--- config.mk ---
export PLATFORM = sky130hd
export DESIGN_NAME = snake_move_scheduler
export DESIGN_NICKNAME = d
export VERILOG_FILES = /design/src/rtl/snake_pkg.sv /design/src/rtl/dir_cmd_queue.sv /design/src/rtl/snake_move_scheduler.sv
export SDC_FILE = /design/constraint.sdc
export NUM_CORES = 1
export LEC_CHECK = 0
export BUFFER_PORTS_ARGS = -buffer_cell sky130_fd_sc_hd__buf_4
export CAP_MARGIN = 20
export CORE_MARGIN = 2
export CORE_UTILIZATION = 34
export CTS_CLUSTER_DIAMETER = 30
export CTS_CLUSTER_SIZE = 8
export DETAILED_ROUTE_END_ITERATION = 7
export GPL_ROUTABILITY_DRIVEN = 0
export SETUP_SLACK_MARGIN = 0.02
export SYNTH_ARGS = -nofsm -noshare
export SYNTH_HDL_FRONTEND = slang
export SYNTH_HIERARCHICAL = 1
export SYNTH_SLANG_ARGS = --single-unit
--- constraint.sdc ---
create_clock -name CLOCK -period 4 [get_ports CLOCK]
set_clock_uncertainty 0.1 [all_clocks]
set_input_delay 0.2 -clock CLOCK [delete_from_list [all_inputs] [get_ports CLOCK]]
set_output_delay 0.2 -clock CLOCK [all_outputs]
set_load 0.005 [all_outputs]
--- src/rtl/snake_pkg.sv ---
// Shared types for the snake move scheduler: headings, game lifecycle states
// and the axis helper used by the command filter.
package snake_pkg;

  typedef enum logic [1:0] {
    DIR_RIGHT = 2'b00,
    DIR_DOWN  = 2'b01,
    DIR_UP    = 2'b10,
    DIR_LEFT  = 2'b11
  } dir_t;

  typedef enum logic [1:0] {
    GS_IDLE  = 2'b00,
    GS_RUN   = 2'b01,
    GS_PAUSE = 2'b10,
    GS_DEAD  = 2'b11
  } game_state_t;

  function automatic logic is_horizontal(input dir_t dir);
    return (dir == DIR_RIGHT) || (dir == DIR_LEFT);
  endfunction

endpackage

--- src/rtl/dir_cmd_queue.sv ---
// Small synchronous FIFO of pending headings. Exposes both the oldest entry
// (next heading to apply) and the newest one (reference for the filter).
module dir_cmd_queue
  import snake_pkg::*;
#(
  parameter int DEPTH = 2
) (
  input  logic CLOCK,
  input  logic RESET,
  input  logic push,
  input  logic pop,
  input  dir_t push_dir,
  output dir_t head_dir,
  output dir_t tail_dir,
  output logic full,
  output logic empty
);

  localparam int PTR_W = $clog2(DEPTH);
  localparam logic [PTR_W:0]   PTR_INC  = (PTR_W + 1)'(1);
  localparam logic [PTR_W-1:0] IDX_ONE  = PTR_W'(1);

  dir_t             mem [DEPTH];
  logic [PTR_W:0]   wr_ptr;
  logic [PTR_W:0]   rd_ptr;
  logic [PTR_W-1:0] tail_idx;

  // Extra pointer bit tells a full queue from an empty one.
  assign empty    = (wr_ptr == rd_ptr);
  assign full     = (wr_ptr[PTR_W] != rd_ptr[PTR_W]) &&
                    (wr_ptr[PTR_W-1:0] == rd_ptr[PTR_W-1:0]);
  assign tail_idx = wr_ptr[PTR_W-1:0] - IDX_ONE;
  assign head_dir = mem[rd_ptr[PTR_W-1:0]];
  assign tail_dir = mem[tail_idx];

  // NOTE: all clocked state uses non-blocking assignments so every register
  // samples the pre-edge values of its neighbours.
  always_ff @(posedge CLOCK) begin
    if (RESET) begin
      wr_ptr <= '0;
      rd_ptr <= '0;
    end else begin
      if (push && !full)  wr_ptr <= wr_ptr + PTR_INC;
      if (pop  && !empty) rd_ptr <= rd_ptr + PTR_INC;
    end
  end

  // NOTE: the storage array has no reset; the pointers alone say which
  // entries are valid, so flushing the queue only clears the pointers.
  always_ff @(posedge CLOCK) begin
    if (push && !full) mem[wr_ptr[PTR_W-1:0]] <= push_dir;
  end

endmodule

--- src/rtl/snake_move_scheduler.sv ---
// Turns button presses into queued headings and steps the snake head once per
// tick; owns the IDLE/RUN/PAUSE/DEAD lifecycle. SNAKE_SPEEDUP_EN adds GROW.
module snake_move_scheduler
  import snake_pkg::*;
#(
  parameter int TICK_DIV    = 25000000,
  parameter int GRID_W      = 32,
  parameter int GRID_H      = 24,
  parameter int POS_W       = 5,
  parameter int QUEUE_DEPTH = 2
) (
  input  logic             CLOCK,
  input  logic             RESET,
  input  logic [3:0]       PUSH_BUTTONS,
  input  logic             PAUSE_BTN,
  input  logic             COLLISION,
`ifdef SNAKE_SPEEDUP_EN
  input  logic             GROW,
`endif
  output logic [1:0]       DIRECTION,
  output logic [POS_W-1:0] HEAD_X,
  output logic [POS_W-1:0] HEAD_Y,
  output logic             MOVE_STROBE,
  output logic [1:0]       GAME_STATE
);

  localparam int CNT_W = $clog2(TICK_DIV + 1);
  localparam logic [CNT_W-1:0] PERIOD_MAX = CNT_W'(TICK_DIV);
  localparam logic [CNT_W-1:0] CNT_ONE    = CNT_W'(1);
  localparam logic [POS_W-1:0] X_RESET    = POS_W'(GRID_W / 2);
  localparam logic [POS_W-1:0] Y_RESET    = POS_W'(GRID_H / 2);
  localparam logic [POS_W-1:0] X_LAST     = POS_W'(GRID_W - 1);
  localparam logic [POS_W-1:0] Y_LAST     = POS_W'(GRID_H - 1);
  localparam logic [POS_W-1:0] POS_ONE    = POS_W'(1);

  game_state_t      state, state_nx;
  dir_t             dir_q, new_dir, cand_dir, last_dir, q_head, q_tail;
  logic [POS_W-1:0] head_x, head_y, head_x_nx, head_y_nx;
  logic [CNT_W-1:0] tick_cnt, tick_cnt_nx, period;
  logic [3:0]       btn_q, rise;
  logic             pause_q, pause_edge, cand_valid, dead_now, tick;
  logic             push, pop, q_full, q_empty, move_strobe;

  dir_cmd_queue #(.DEPTH(QUEUE_DEPTH)) u_queue (
    .CLOCK    (CLOCK),
    .RESET    (RESET),
    .push     (push),
    .pop      (pop),
    .push_dir (cand_dir),
    .head_dir (q_head),
    .tail_dir (q_tail),
    .full     (q_full),
    .empty    (q_empty)
  );

`ifdef SNAKE_SPEEDUP_EN
  localparam logic [CNT_W-1:0] PERIOD_MIN  = CNT_W'(TICK_DIV / 4);
  localparam logic [CNT_W-1:0] PERIOD_STEP = CNT_W'(TICK_DIV / 16);

  always_ff @(posedge CLOCK) begin
    if (RESET) begin
      period <= PERIOD_MAX;
    end else if (GROW && state == GS_RUN) begin
      period <= (period < PERIOD_MIN + PERIOD_STEP) ? PERIOD_MIN
                                                    : period - PERIOD_STEP;
    end
  end
`else
  assign period = PERIOD_MAX;
`endif

  // NOTE: every signal driven here gets a default first, so no path through
  // the block leaves one unassigned and no latch is inferred.
  always_comb begin
    rise       = PUSH_BUTTONS & ~btn_q;
    pause_edge = PAUSE_BTN & ~pause_q;
    cand_valid = |rise;
    cand_dir   = DIR_RIGHT;
    if      (rise[0]) cand_dir = DIR_RIGHT;
    else if (rise[1]) cand_dir = DIR_DOWN;
    else if (rise[2]) cand_dir = DIR_UP;
    else if (rise[3]) cand_dir = DIR_LEFT;

    last_dir = q_empty ? dir_q : q_tail;
    // A collision is reported against the move just made, even if a pause
    // edge arrived together with that move's tick.
    dead_now = move_strobe && COLLISION &&
               (state == GS_RUN || state == GS_PAUSE);
    tick     = (state == GS_RUN) && !dead_now && (tick_cnt >= period - CNT_ONE);

    // The starting press in IDLE has nothing to conflict with, so any
    // direction (including right) starts the game.
    push = 1'b0;
    if (state == GS_IDLE)
      push = cand_valid;
    else if (state == GS_RUN)
      push = cand_valid && !q_full && !dead_now &&
             (is_horizontal(cand_dir) != is_horizontal(last_dir));
    pop = tick && !q_empty;

    new_dir   = q_empty ? dir_q : q_head;
    head_x_nx = head_x;
    head_y_nx = head_y;
    case (new_dir)
      DIR_RIGHT: head_x_nx = (head_x == X_LAST) ? '0 : head_x + POS_ONE;
      DIR_LEFT:  head_x_nx = (head_x == '0) ? X_LAST : head_x - POS_ONE;
      DIR_DOWN:  head_y_nx = (head_y == Y_LAST) ? '0 : head_y + POS_ONE;
      DIR_UP:    head_y_nx = (head_y == '0) ? Y_LAST : head_y - POS_ONE;
      default:   ;
    endcase

    state_nx    = state;
    tick_cnt_nx = tick_cnt;
    case (state)
      GS_IDLE: begin
        tick_cnt_nx = '0;
        if (push) state_nx = GS_RUN;
      end
      GS_RUN: begin
        if (dead_now) begin
          state_nx = GS_DEAD;
        end else begin
          tick_cnt_nx = tick ? '0 : tick_cnt + CNT_ONE;
          if (pause_edge) state_nx = GS_PAUSE;
        end
      end
      GS_PAUSE: begin
        if (dead_now)        state_nx = GS_DEAD;
        else if (pause_edge) state_nx = GS_RUN;
      end
      default: ;
    endcase
  end

  always_ff @(posedge CLOCK) begin
    if (RESET) begin
      state       <= GS_IDLE;
      tick_cnt    <= '0;
      btn_q       <= '0;
      pause_q     <= 1'b0;
      dir_q       <= DIR_RIGHT;
      head_x      <= X_RESET;
      head_y      <= Y_RESET;
      move_strobe <= 1'b0;
    end else begin
      state       <= state_nx;
      tick_cnt    <= tick_cnt_nx;
      btn_q       <= PUSH_BUTTONS;
      pause_q     <= PAUSE_BTN;
      move_strobe <= tick;
      if (tick) begin
        dir_q  <= new_dir;
        head_x <= head_x_nx;
        head_y <= head_y_nx;
      end
    end
  end

  assign DIRECTION   = dir_q;
  assign HEAD_X      = head_x;
  assign HEAD_Y      = head_y;
  assign MOVE_STROBE = move_strobe;
  assign GAME_STATE  = state;

endmodule
After elaboration in Yosys (flattened, before gate mapping). Memories as Yosys holds them, arrays and structs flattened. A register that Yosys moved wholly into a read port is not among the register bits. Index checks and enable logic that the tools add are counted.

Reductions and logical operators: 32. Shifts and indexed selects: 0. Order comparisons: 1. $mul: 0. Equal/unequal tests: 17. Mux-type cells: 27. Divide/modulo/power cells: 0. Bitwise logic cells: 4. Add/sub/neg operators: 8.

Operators with widths (number): 25-bit 2-to-1 mux (2); 25-bit one-hot mux with 2 select lines (1); 25-bit by 1-bit adder with 25-bit output (second input constant) (1); 25-bit greater-or-equal comparator (second input constant) (1); 2-bit 2-to-1 mux (11); 5-bit 2-to-1 mux (4); 5-bit one-hot mux with 2 select lines (2); 1-bit logical AND (11); 5-bit by 1-bit adder with 5-bit output (second input constant) (2); 2-bit equality test (second input constant) (5); 5-bit equality test (second input constant) (2); 5-bit zero test (2); 5-bit by 1-bit subtractor with 5-bit output (second input constant) (2); 2-bit zero test (4); 1-bit 2-to-1 mux (6); 3-bit != test (second input constant) (2); 2-bit one-hot mux with 3 select lines (1); 2-bit AND reduction (3); 2-bit nonzero test (3); 2-bit by 1-bit adder with 2-bit output (second input constant) (2); 4-bit bitwise AND (1); 2-bit by 1-bit equality test with 1-bit output (second input constant) (2); 4-bit inverter (1); 4-bit AND reduction (1); other kinds (12) (17).

Latch bits: 0. Flip-flop bits (word level): 49. Logic and storage cells: 100. Input port bits: 8. ROM bits: 0. Output and inout bits: 15. Memories: 1. Bits in writable memories: 4.

Memories: u_queue.mem (depth 2, width 2, rd ports 2, clocked after Yosys merged registers in 1, write ports 1, RTL line dir_cmd_queue.sv:23) `dir_t mem [DEPTH];`.

Depth between registers and ports, before layout.
Word-level depth: 15. Depth in mapped cells: 13. Gate-level depth less buffers: 11.

Cells and area by module. The synthesis kept the hierarchy.

Modules (own cells, without submodules): snake_move_scheduler (sequential area each 900.9 um2, area each 2588.7 um2, times used 1, cells each 311); dir_cmd_queue (sequential area each 220.2 um2, area each 415.4 um2, times used 1, cells each 39).

Worst setup path after synthesis. No wires, ideal clock.

Path type: register to register. From: register u_queue.wr_ptr[0]. To: register head_y[3], in the netlist HEAD_Y[3]. Path slack: 1.142 ns. Buffers on the path: 2. Data arrival time: 2.638 ns. Stages on the path, launching flop included: 14. Path through: dfxtp_1 -> buf_2 -> xor2_1 -> nor2_1 -> mux2_2 -> inv_1 -> ha_1 -> clkbuf_1 -> nor2b_1 -> nor2b_1 -> a22o_1 -> a221oi_1 -> nor3_1 -> a211o_1.

Longest elaborated chain between the ends: 5.

Ends and longest elaborated chain: start, declared (RTL line dir_cmd_queue.sv:24) `logic [PTR_W:0] wr_ptr;`; start signal, assigned (RTL line dir_cmd_queue.sv:43) `if (push && !full) wr_ptr <= wr_ptr + PTR_INC;`; 2-bit equality test (*) (RTL line dir_cmd_queue.sv:29) `assign empty = (wr_ptr == rd_ptr);`; named net q_empty (RTL line snake_move_scheduler.sv:42) `logic push, pop, q_full, q_empty, move_strobe;`; 2-bit 2-to-1 mux (*) (RTL line snake_move_scheduler.sv:101) `new_dir = q_empty ? dir_q : q_head;`; named net new_dir[0] (RTL line snake_move_scheduler.sv:37) `dir_t dir_q, new_dir, cand_dir, last_dir, q_head, q_tail;`; 2-bit equality test or 2-bit by 1-bit equality test with 1-bit output (tied branches) (RTL line snake_move_scheduler.sv:104) `case (new_dir)`; 2-bit nonzero test (no line); 2-bit AND reduction (no line); end signal, assigned (RTL line snake_move_scheduler.sv:154) `head_y <= head_y_nx;`; end, declared (RTL line snake_move_scheduler.sv:38) `logic [POS_W-1:0] head_x, head_y, head_x_nx, head_y_nx;`.

The timed path passes the listed nets; every way through them passes the cells marked *. A chain may end at the register's enable or synchronous reset.

Worst setup path in the final report. Ends and elaborated chain as after synthesis.

==> reports/metrics.csv <==
stage,metric,value,unit
outcome,status,finished clean,
yosys,synth-edff-count,4,
detailed_routing,routed_wl,5.98,mm
yosys,ys_warn_count,6,
clock_network,post_cts_resize_count,0,
timing,relSlewSlack,52.7,%
placed_design,dp.cells,466,
worst_setup_path,cp_num_buf_inv,1,
timing,period_share,76.5,%
clock_network,cts.reportedPaths.clkPinSlew,110,ps
finish,area_delta_synth_final,12.0,%
grt,antenna_found_initial,0,
worst_setup_path,arrival,3170,ps
die,num_rows,34,
placed_design,port_buffers,22,
yosys,synthTopCellsByArea,"dfxtp_1 33%, nor2_1 7.9%, xor2_1 5.2%",
finish,n_fill_cell,896,
grt,use_met1,17.4,%
detailed_routing,ant_nets,0,
yosys,ys.flop_type,dfxtp_1,
die,coreArea,8640,µm²
hold_path,hp-class,in -> reg,
grt,use_met2,21.5,%
die,ios,23,
yosys,syn_area,3000,µm²
grt,grt_pass1_vias,2321,
yosys,synth_top_area_cell,dfxtp_1,
grt,overflow,0,
finish,regArea,1120,µm²
pwr,leakagePower,1.26,nW
timing,worst_pin_slew,705,ps
yosys,synthArstFlopShare,0,%
yosys,synth_seq_area_share,37.3,%
pwr,p_per_area,431,nW/µm²
timing,finalSetupTns,0,ps
yosys,syn_nets,369,
die,initial_utilization,34.8,%
yosys,ys_seq_elements,54,
worst_setup_path,cp.required,4110,ps
timing,slew_violations,0,
clock_network,cts_root_buffer,clkbuf_8,
grt,use_met3,2.22,%
die,die_area,9600,µm²
finish,drive_gt1_share,13.0,%
finish,fin_cells,476,
detailed_routing,detail_route.vias_per_cell,5.09,
detailed_routing,drtIter0Drc,92,
finish,multi_input_area,1770,µm²
clock_network,numCtsBuffers,5,
finish,fin_nets,386,
clock_network,htreeDepth,2,
worst_setup_path,slowest_stage,dfxtp_1,
timing,timing.fmax,327,MHz
grt,grt-busiest-layer,met2,
die,die_x,98,µm
die,die_h,98,µm
detailed_routing,wl_per_cell,12.6,µm
worst_setup_path,cp_max_fo,10,
yosys,ys_types,52,
clock_network,post-cts-setup-buffers,0,
yosys,syn_area_per_cell,8.58,µm²
yosys,syn_inst,350,
yosys,synth_top_area_share,33.3,%
worst_setup_path,cpMostUsedCell,nor2b_1,
worst_setup_path,crit_chain,xor2_1 > nor2_1 > mux2_2 > inv_1 > ha_1 > nor2b_1 > nor2b_1 > a22o_1 > a221oi_1 > nor3_1 > a211o_1,
finish,mostFrequentLayoutCell,nor2_1,
worst_setup_path,start_kind,flip-flop,
detailed_routing,drc,0,
finish,layout.cells.most_common_list,"63 x nor2_1, 50 x dfxtp_1, 22 x a21oi_1, 22 x buf_4, 18 x xor2_1",
worst_setup_path,cp-end-kind,flip-flop,
detailed_routing,num_vias,2422,
finish,diodes,0,
pwr,irDropWorstVdd,222,µV
clock_network,clockBufferDepth,2,
grt,grt_pass1_wl,10.6,mm
worst_setup_path,criticalPathCategory,reg -> reg,
pwr,report.power.total,1.45,mW
timing,min_period,3060,ps
timing,rsz0062_at_grt,no,
grt,gr-usage-all-layers,13.0,%
worst_setup_path,critPathTopFamily,compound AO/OA/AOI/OAI gates,
timing,hold_ws,10.5,ps
detailed_routing,first_pass_iters,4,
run,maxCapViolations,0,
timing,setup_viol,0,
clock_network,cts_num_sinks,54,
worst_setup_path,slowest_delay,550,ps
placed_design,place_hpwl,4.30,mm
clock_network,clock_latency,310,ps
grt,grt_max_degree,30,
timing,finalHoldViolCount,0,
clock_network,cts_tree,built,
## state kept, by name, indices dropped and copies added, names as in the netlist, named ones only
signal and count:
tick_cnt 25, HEAD_X 5, HEAD_Y 5, btn_q 4
u_queue/mem 4, DIRECTION 2, GAME_STATE 2, u_queue/rd_ptr 2
u_queue/wr_ptr 2, MOVE_STROBE 1, pause_q 1
## cells in the mapped netlist, types with 2 or more instances
library cell	count
a211oi_1	6
or3_1	4
ha_1	11
nor3b_1	3
xnor2_1	12
nor2_1	63
buf_6	2
nor2b_1	16
nand2_1	17
clkbuf_1	8
inv_1	11
nand2b_1	2
edfxtp_1	4
a21oi_1	22
nand4_1	5
mux2_2	7
a311oi_1	3
o21ai_4	2
nor4bb_1	2
buf_2	4
nor3_1	10
nand3b_1	2
a211o_1	2
o21ai_0	8
and4_1	3
nor4_1	3
a31oi_1	4
nand3_1	13
dfxtp_1	50
a221oi_1	3
mux2i_1	5
a31o_2	2
and3_1	5
xor2_1	18
## power breakdown
part,leakage (nW),switching [mW],internal [mW]
sequential,0.444,0.0387,0.588
combinational,0.761,0.272,0.178
clock,0.0504,0.186,0.186
## routing by layer
layer | share of wire, % | routed length, µm
met3 | 2.2 | 133
met2 | 46 | 2750
met1 | 50 | 3020
met5 | 0 | 0
met4 | 1.4 | 81
## stage by stage
step | instance area, µm² | utilization (%) | worst slack (ps)
finish | 3370 | 39.0 | 940
global route | 3370 | 39.0 | 718
CTS | 3370 | 39.0 | 941
detailed placement | 3230 | 37.4 | 971
global placement | 3230 | 37.4 | 1080
floorplan | 3000 | - | 1140
## cell families after synthesis
group / synth area share [%]
flip-flops: 37.3
AND/OR/NAND/NOR: 26.2
AO/OA/AOI/OAI: 15.0
multiplexers: 4.29
adder cells (fa/ha/maj): 4.58
buffers and inverters: 3.79
XOR/XNOR: 8.75
## path summary, 6_finish.rpt
path | start | end | slack, ps | depth (start not counted)
worst min-delay path | PUSH_BUTTONS[2] | btn_q[2] | 10 | 2
worst min register to register | tick_cnt[24] | tick_cnt[24] | 420 | 2
worst max register to register | u_queue/wr_ptr[0] | HEAD_Y[3] | 940 | 11
worst max-delay path | u_queue/wr_ptr[0] | HEAD_Y[3] | 940 | 11
## what timing repair did
action,in CTS,in global routing
endpoints found under the hold margin,2,0
hold buffers,2,0
setup endpoints to repair,0,0
## final cells by class
type / count / share of cell area [%]
Multi-Input combinational cell: 271 / 52.6
Sequential cell: 54 / 33.3
Timing Repair Buffer: 24 / 5.50
Tap cell: 108 / 4.01
Clock buffer: 5 / 2.04
Clock inverter: 3 / 1.34
Inverter: 11 / 1.23
No activity file was read; power rests on OpenSTA's default activity.
